--- src/rtl/dm_port_arbiter.sv ---
// Round-robin arbiter sharing one data-memory port between the CPU (m0) and a debug/DMA loader (m1).
// Grants are combinational in the request cycle; read data returns registered one cycle later.
module dm_port_arbiter #(
    parameter int DATA_W    = 32,
    parameter int ADDR_W    = 32,
    parameter int MAX_BURST = 4
) (
    input  logic              clk,
    input  logic              reset,
    input  logic              m0_req,
    input  logic              m0_we,
    input  logic [ADDR_W-1:0] m0_addr,
    input  logic [DATA_W-1:0] m0_wd,
    input  logic [31:0]       m0_pc,
    output logic              m0_gnt,
    output logic              m0_rvalid,
    output logic [DATA_W-1:0] m0_rdata,
    input  logic              m1_req,
    input  logic              m1_we,
    input  logic [ADDR_W-1:0] m1_addr,
    input  logic [DATA_W-1:0] m1_wd,
    input  logic [31:0]       m1_pc,
    output logic              m1_gnt,
    output logic              m1_rvalid,
    output logic [DATA_W-1:0] m1_rdata,
    output logic              mem_we,
    output logic [ADDR_W-1:0] mem_addr,
    output logic [DATA_W-1:0] mem_wd,
    output logic [31:0]       mem_pc,
    input  logic [DATA_W-1:0] mem_rd,
    output logic [1:0]        owner
);

    localparam int CNT_W = (MAX_BURST > 1) ? $clog2(MAX_BURST) : 1;
    localparam logic [CNT_W-1:0] BURST_LAST = CNT_W'(MAX_BURST - 1);

    typedef enum logic [1:0] {
        IDLE = 2'b00,
        OWN0 = 2'b01,
        OWN1 = 2'b10
    } fsmState_t;

    fsmState_t        stateReg, stateNext;
    logic             lastReg, lastNext;
    logic [CNT_W-1:0] burstCntReg, burstCntNext;
    logic [CNT_W-1:0] burstCntInc;
    logic             gnt0, gnt1;

    logic [1:0]        gntVec;
    logic [1:0]        weVec;
    logic [1:0]        rvalidReg;
    logic [DATA_W-1:0] rdataReg [2];

    assign burstCntInc = (burstCntReg == BURST_LAST) ? burstCntReg
                                                     : burstCntReg + CNT_W'(1);

    always_ff @(posedge clk or negedge reset) begin
        if (!reset) begin
            stateReg    <= IDLE;
            lastReg     <= 1'b1;
            burstCntReg <= '0;
        end else begin
            stateReg    <= stateNext;
            lastReg     <= lastNext;
            burstCntReg <= burstCntNext;
        end
    end

    // Grant decision plus next-state; nothing is granted while reset is held low.
    always_comb begin
        gnt0         = 1'b0;
        gnt1         = 1'b0;
        stateNext    = IDLE;
        lastNext     = lastReg;
        burstCntNext = '0;
        if (reset) begin
            if (m0_req && !m1_req) begin
                gnt0 = 1'b1;
            end else if (m1_req && !m0_req) begin
                gnt1 = 1'b1;
            end else if (m0_req && m1_req) begin
                case (stateReg)
                    OWN0: begin
                        if (burstCntReg < BURST_LAST) gnt0 = 1'b1;
                        else                          gnt1 = 1'b1;
                    end
                    OWN1: begin
                        if (burstCntReg < BURST_LAST) gnt1 = 1'b1;
                        else                          gnt0 = 1'b1;
                    end
                    default: begin
                        if (lastReg) gnt0 = 1'b1;
                        else         gnt1 = 1'b1;
                    end
                endcase
            end
        end
        if (gnt0) begin
            stateNext    = OWN0;
            lastNext     = 1'b0;
            burstCntNext = (stateReg == OWN0) ? burstCntInc : '0;
        end else if (gnt1) begin
            stateNext    = OWN1;
            lastNext     = 1'b1;
            burstCntNext = (stateReg == OWN1) ? burstCntInc : '0;
        end
    end

    // Memory-side mux: an ungranted port is driven fully to zero.
    always_comb begin
        mem_we   = 1'b0;
        mem_addr = '0;
        mem_wd   = '0;
        mem_pc   = '0;
        if (gnt0) begin
            mem_we   = m0_we;
            mem_addr = m0_addr;
            mem_wd   = m0_wd;
            mem_pc   = m0_pc;
        end else if (gnt1) begin
            mem_we   = m1_we;
            mem_addr = m1_addr;
            mem_wd   = m1_wd;
            mem_pc   = m1_pc;
        end
    end

    assign m0_gnt = gnt0;
    assign m1_gnt = gnt1;
    assign owner  = {gnt1, gnt0};
    assign gntVec = {gnt1, gnt0};
    assign weVec  = {m1_we, m0_we};

    genvar gi;
    generate
        for (gi = 0; gi < 2; gi++) begin : gReadReturn
            always_ff @(posedge clk or negedge reset) begin
                if (!reset) begin
                    rvalidReg[gi] <= 1'b0;
                    rdataReg[gi]  <= '0;
                end else begin
                    rvalidReg[gi] <= gntVec[gi] && !weVec[gi];
                    if (gntVec[gi] && !weVec[gi]) begin
                        rdataReg[gi] <= mem_rd;
                    end
                end
            end
        end
    endgenerate

    assign m0_rvalid = rvalidReg[0];
    assign m1_rvalid = rvalidReg[1];
    assign m0_rdata  = rdataReg[0];
    assign m1_rdata  = rdataReg[1];

endmodule

--- config.mk ---
export PLATFORM = sky130hd
export DESIGN_NAME = dm_port_arbiter
export DESIGN_NICKNAME = d
export VERILOG_FILES = /design/src/rtl/dm_port_arbiter.sv
export SDC_FILE = /design/constraint.sdc
export NUM_CORES = 1
export LEC_CHECK = 0
export CAP_MARGIN = 15
export CORE_AREA = 2 2 154 156
export CTS_BUF_LIST = sky130_fd_sc_hd__clkbuf_8
export DETAILED_ROUTE_END_ITERATION = 6
export DIE_AREA = 0 0 156 158
export GPL_TIMING_DRIVEN = 0
export HOLD_SLACK_MARGIN = 0.03
export PLACE_DENSITY = 0.61
export SLEW_MARGIN = 10
export SYNTH_ARGS = -nofsm -noshare
export SYNTH_HDL_FRONTEND = slang
export SYNTH_SLANG_ARGS = --single-unit
--- constraint.sdc ---
create_clock -name clk -period 2.9 [get_ports clk]
set_input_delay 0.58 -clock clk [delete_from_list [all_inputs] [get_ports clk]]
set_output_delay 0.58 -clock clk [all_outputs]
set_load 0.005 [all_outputs]
==> results of run 1 <==
## logic make-up (layout without fill, tap and decap cells)
group                      Yosys count  after routing  share of synthesized area [%]
and+or+nand+nor                     49             49                           5.36
adders and majority gates            2              2                          0.631
muxes                               33             33                           9.37
buffers and inverters               78            512                           8.55
AOI/OAI and AO/OA                  143            143                           31.3
DFF                                 71             71                           44.8
## final cells by class
type / instances / area (µm²) / share of cell area, %
inverters: 37 / 151 / 1.71
plain buffers: 41 / 490 / 5.55
clock inverters: 5 / 58.8 / 0.666
well taps: 290 / 363 / 4.11
multi-input cells: 227 / 1950 / 22.1
flip-flops and latches: 71 / 1780 / 20.1
repair buffers: 419 / 3900 / 44.2
clock buffers: 10 / 138 / 1.56
## state kept, by name, indices dropped and copies added (netlist names)
signal and flops:
burstCntReg 2, lastReg 1, m0_rdata 32, m0_rvalid 1, m1_rdata 32, m1_rvalid 1, stateReg 2
## what timing repair did
| action | 4_1_cts | 5_1_grt |
|---|---|---|
| cloned | 8 | 0 |
| pin swaps | 13 | 29 |
| endpoints found under the setup margin | 101 | 100 |
| resized for setup | 471 | 30 |
| setup buffers | 10 | 6 |
## per-stage QoR
stage | instance area (µm²) | setup TNS [ns] | power (mW) | hold WS (ns)
6_report | 8830 | -6.55 | 4.60 | 0.0943
5_1_grt | 8830 | -14.84 | 4.88 | 0.0968
4_1_cts | 8800 | -9.43 | 4.65 | 0.0967
3_5_place_dp | 8300 | -82.58 | 3.71 | 0.475
3_3_place_gp | 8280 | -622.13 | 3.69 | 0.468
2_1_floorplan | 3970 | 0 | 2.16 | 0.284
## power groups by stage
| stage | Combinational [mW] | Clock (mW) | Sequential [mW] |
|---|---|---|---|
| 2_1_floorplan | 0.665 | 0 | 1.49 |
| 3_3_place_gp | 2.23 | 0 | 1.46 |
| 3_5_place_dp | 2.24 | 0 | 1.48 |
| 4_1_cts | 2.34 | 0.848 | 1.46 |
| 5_1_grt | 2.49 | 0.892 | 1.50 |
| 6_report | 2.33 | 0.813 | 1.46 |
## path summary, 6_finish.rpt
path | startpoint | endpoint | slack (ns) | cells past startpoint
worst max-delay path | stateReg[0]$_DFF_PN0_ | mem_pc[1] | -0.16 | 10
min in group clk | m1_rdata[28]$_DFFE_PN0P_ | m1_rdata[28]$_DFFE_PN0P_ | 0.49 | 1
worst max register to register | stateReg[0]$_DFF_PN0_ | m0_rdata[20]$_DFFE_PN0P_ | 0.32 | 8
max in group asynchronous | reset | m1_rdata[20]$_DFFE_PN0P_ | 2.28 | 2
worst min-delay path | reset | m1_rdata[12]$_DFFE_PN0P_ | 0.09 | 1
worst min register to register | m1_rdata[28]$_DFFE_PN0P_ | m1_rdata[28]$_DFFE_PN0P_ | 0.49 | 1
## metal layers
metal,routed length [µm],part of all wire [%]
met4,512,2.3
met5,0,0
met2,11400,52
met3,1200,5.5
met1,8840,40
## worst max-delay path, cell delays in order (launching register included)
cell and delay (ns):
dfrtp_1 0.42, inv_2 0.09, ha_4 0.20, a211o_1 0.31
o31ai_4 0.08, o21a_1 0.17, buf_6 0.13, inv_12 0.05
buf_12 0.14, a22o_1 0.27, clkdlybuf4s15_2 0.23
## layout by cell type (no fill, tap or decap), types with 4 or more instances in the layout
| master | n |
|---|---|
| a22o_1 | 95 |
| clkbuf_2 | 9 |
| dfrtp_1 | 70 |
| mux2_2 | 26 |
| buf_12 | 7 |
| mux2_1 | 6 |
| buf_2 | 71 |
| nand2_1 | 37 |
| buf_6 | 20 |
| clkbuf_1 | 13 |
| clkbuf_8 | 18 |
| clkdlybuf4s50_1 | 293 |
| o32ai_1 | 32 |
| inv_1 | 34 |
| clkdlybuf4s15_2 | 4 |
| dlygate4sd2_1 | 4 |
| buf_8 | 6 |
| clkbuf_16 | 6 |
| buf_4 | 14 |
==> metrics.yaml, run 1 <==
critical_path:
  crit_fanout: 10
  cp_data_arrival_time_ns: 2.48
  required_ns: 2.32
  crit_path_start_kind: "register"
  crit_type: "register to output port"
  end_kind: "output port"
timing:
  fin_crit_sh_pct: 105
  hold_viol_final: 0
  worst_pin_slew_ns: 0.729
  rsz0062_at_grt: "true"
  drv_slew: 0
  setup_ws_ns: -0.158
  period_needed_ns: 3.06
  fin_skew_ns: 0.0122
  maxSlewHeadroom_pct: 51.3
  max_freq_mhz: 327
  setup_viol: 93
cts:
  cts_root_buf: "clkbuf_8"
  worstSkewPairLatency_ns: 0.36
  cts_tree: "done"
  cts-buffers-inserted: 9
  h-tree-depth: 3
  clkTransAtPathRegs_ns: 0.08
  cts_buffer_depth: 2
  cts_hold_buf: 0
  clkSinkCount: 71
placement:
  dp.cells: 1062
  port_buffers: 395
  post-place-ws_ns: -0.992
  finalWeightedCongestion: 0.738
  dp_hpwl_um: 17500
pwr:
  p_clk_share_pct: 17.7
  worst_ir_drop_vdd_uv: 233
  comb_power_share_pct: 50.7
  power_switching_mw: 1.40
  p_int_mw: 3.20
  swShare_pct: 30.5
  pwr_density_cell_nw_per_um2: 521
  leakage_nw: 3.95
  seqPwrFrac_pct: 31.7
global_route:
  antenna_found_initial: 0
  grt_max_degree: 39
  grtUsageTotal_pct: 16.5
  met3_usage_pct: 3.50
  grtUsageMet2_pct: 29.1
  met1_usage_pct: 20.0
  grt_pass1_wl_um: 29900
  grt.busiest_layer: "met2"
  grt_overflow: 0
  grt_pass1_vias: 4775
logic_synthesis:
  yosysWarnings: 0
  async_reset_ff_share_pct: 100
  ys_top_cells_by_count: "97 x a22o_1, 70 x dfrtp_1, 37 x nand2_1"
  syn_nets: 608
  synth-edff-count: 0
  syn_inst: 376
  avgSynthCellArea_um2: 10.5
  ys_ff_latch: 71
  yosys.area.top_type: "dfrtp_1"
  synth.most_common_cell: "a22o_1"
  synth_area_leaders: "dfrtp_1 44%, a22o_1 21%, mux2_2 7.7%"
  ys.flop_type: "dfrtp_1"
  yosysSeqAreaShare_pct: 44.8
  yosysTopAreaCellShare_pct: 44.2
  syn_area_um2: 3970
  yosysUniqueCellTypes: 32
finish:
  nFillCells: 2361
  antenna_cells: 0
  post_layout_nonfiller_instances: 1100
  area_delta_synth_final_pct: 123
  drive_gt1_share_pct: 25.8
  finalNetCount: 1038
  post-route-util_pct: 38.3
floorplan:
  initial_utilization_pct: 17.2
  core.rowCount: 56
  fp.coreArea_um2: 23100
  num_io_pins: 397
  die-area_um2: 24600
  fp.dieW_um: 156
  chipHeight_um: 158
route:
  wl_um: 21900
  avgViaCountPerCell: 4.41
  drtIter0Drc: 197
  vias: 4851
  ant_nets: 0
  drcViolationCount: 0
  wl_per_cell_um: 19.9
  drtPass1Iterations: 4
run_status:
  violations: "setup timing"
  status: "finished, violations left"
min_path:
  min_path_type: "input pin to asynchronous set/reset pin"
job:
  cap_violations: 0
(Power assumes the default switching activity.)
==> inputs of run 2 (changes only) <==
PLACE_DENSITY = 0.52   (was 0.61)
==> run 2 against run 1 <==
Compared with the run above:
- the run still ends with setup timing left
- sequential power barely moved
- hold slack worse by 0.0085 ns
- core utilization hardly changed
- non-clock buffer count increased by 3
- sequential share of layout area about the same
- global-route usage shrank 0.078 points
- total power decreased by 1.7%
- cell area decreased by 0.13%
- first-iteration DRC count shrank 7.6%
- critical path type unchanged
- largest cell class unchanged
- largest power group unchanged
- highest routed layer unchanged
==> metrics.yaml, run 2 (synthesis gave the netlist of run 1 again) <==
critical_path:
  end_kind: "output port"
  ff2ff_setup_slack_ns: 0.42
  reg2reg_from: "stateReg[0]$_DFF_PN0_"
  crit_chain: "inv_2, ha_4, a211o_1, o31ai_4, o21a_1, buf_6, inv_12, buf_12, clkbuf_16, a22o_1, buf_2"
  slowest_stage: "dfrtp_1"
  r2r_cells: 8
  cp_data_arrival_time_ns: 2.49
  crit_type: "register to output port"
  required_ns: 2.32
  crit_path_start_kind: "register"
  critPathMaxStageDelay_ns: 0.42
  timing.rr.end: "m0_rdata[13]$_DFFE_PN0P_"
  crit_fanout: 7
timing:
  setup_ws_ns: -0.171
  drv_slew: 0
  worst_pin_slew_ns: 0.596
  rsz0062_at_grt: "true"
  setup_viol: 79
  max_freq_mhz: 326
  setup_tns_ns: -6.11
  maxSlewHeadroom_pct: 60.2
  fin_crit_sh_pct: 106
  period_needed_ns: 3.07
  hold_viol_final: 0
  fin_skew_ns: 0.00943
global_route:
  grtUsageTotal_pct: 16.4
  grt_pass1_vias: 4868
  antenna_found_initial: 1
  grt_pass1_wl_um: 30100
  grt_overflow: 0
  grt_max_degree: 45
cts:
  worstSkewPairLatency_ns: 0.36
  cts-buffers-inserted: 9
  clkSinkCount: 71
  cts_tree: "done"
  h-tree-depth: 3
  cts_root_buf: "clkbuf_8"
  cts_hold_buf: 0
  clkTransAtPathRegs_ns: 0.07
  cts_buffer_depth: 2
finish:
  antenna_cells: 0
  area_delta_synth_final_pct: 122
  layout_commonest_cell: "clkdlybuf4s50_1"
  post-route-util_pct: 38.3
  drive_gt1_share_pct: 25.8
  finalNetCount: 1042
  final_cell_mix: "293 x clkdlybuf4s50_1, 95 x a22o_1, 70 x dfrtp_1"
  stdcell_area_um2: 8820
route:
  top_layer: "met4"
  vias: 4828
  met3_length_um: 1280
  met2_length_um: 11500
  ant_nets: 0
  wl_met1_um: 8620
  avgViaCountPerCell: 4.37
  wl_per_cell_um: 20.0
  drcViolationCount: 0
  drtPass1Iterations: 4
  drtIter0Drc: 182
  wl_um: 22000
pwr:
  p_clk_share_pct: 15.9
  seqPwrFrac_pct: 32.1
  swShare_pct: 30.4
  worst_ir_drop_vdd_uv: 184
  p_int_mw: 3.15
  power_switching_mw: 1.38
  comb_power_share_pct: 52.0
  pwr_density_cell_nw_per_um2: 513
  leakage_nw: 3.96
run_status:
  status: "finished, violations left"
  violations: "setup timing"
floorplan:
  die-area_um2: 24600
  initial_utilization_pct: 17.2
  fp.coreArea_um2: 23100
  core.rowCount: 56
  chipHeight_um: 158
  num_io_pins: 397
  fp.dieW_um: 156
placement:
  port_buffers: 395
  place_area_um2: 8310
  dp_hpwl_um: 17500
  finalWeightedCongestion: 0.775
job:
  cap_violations: 0
min_path:
  min_path_type: "input pin to asynchronous set/reset pin"
run 2: per-stage QoR:
step	power, mW	worst slack (ns)	std cells	hold WS [ns]
6_report	4.53	-0.171	1105	0.0858
2_1_floorplan	2.16	0.362	376	0.284
3_5_place_dp	3.71	-0.975	1062	0.475
5_1_grt	4.83	-0.266	1105	0.0795
4_1_cts	4.53	-0.214	1092	0.0680
3_3_place_gp	3.70	-3.69	1061	0.469
run 2: layout make-up:
| class | count | area (µm²) |
|---|---|---|
| Inverter | 37 | 151 |
| Sequential cell | 71 | 1780 |
| Tap cell | 290 | 363 |
| Timing Repair Buffer | 423 | 3950 |
| Clock buffer | 11 | 151 |
| Multi-Input combinational cell | 227 | 1930 |
| Fill cell | 2400 | 14200 |
| Buffer | 40 | 462 |
| Clock inverter | 5 | 25.0 |
| Timing Repair inverter | 1 | 11.3 |
run 2: critical path: cells and delay by family (launching register included):
family                     cells  cell delay, ns
DFF                            1            0.42
buffers and inverters          6            0.74
AOI/OAI and AO/OA              4            0.75
adders and majority gates      1            0.21
run 2: repair_timing:
item	4_1_cts	5_1_grt
gates cloned	4	8
gates resized for setup	363	105
buffers inserted	10	6
endpoints found under the setup margin	101	99
pin swaps	15	26
run 2: worst max-delay path by stage:
stage / endpoint / start / cells after the start
2_1_floorplan: mem_addr[10] / stateReg[0]$_DFF_PN0_ / 10
4_1_cts: mem_addr[20] / stateReg[0]$_DFF_PN0_ / 11
5_1_grt: mem_addr[10] / stateReg[0]$_DFF_PN0_ / 11
6_report: mem_addr[10] / stateReg[0]$_DFF_PN0_ / 11
3_3_place_gp: mem_pc[14] / reset / 9
3_5_place_dp: mem_pc[14] / reset / 9
run 2: power by group through the flow:
stage                     clock [mW]  sequential [mW]  combinational [mW]
final                          0.717             1.45                2.36
after global routing           0.802             1.50                2.53
after global placement             0             1.46                2.24
after CTS                      0.762             1.46                2.31
after detailed placement           0             1.47                2.24
after floorplan                    0             1.49               0.665
run 2: per-layer routing:
layer  vias to the layer above  global-route usage (%)
li1                       2292                       -
met1                      2295                    19.4
met2                       207                    29.1
met3                        34                    3.75
met4                         0                    6.07
met5                         -                       0
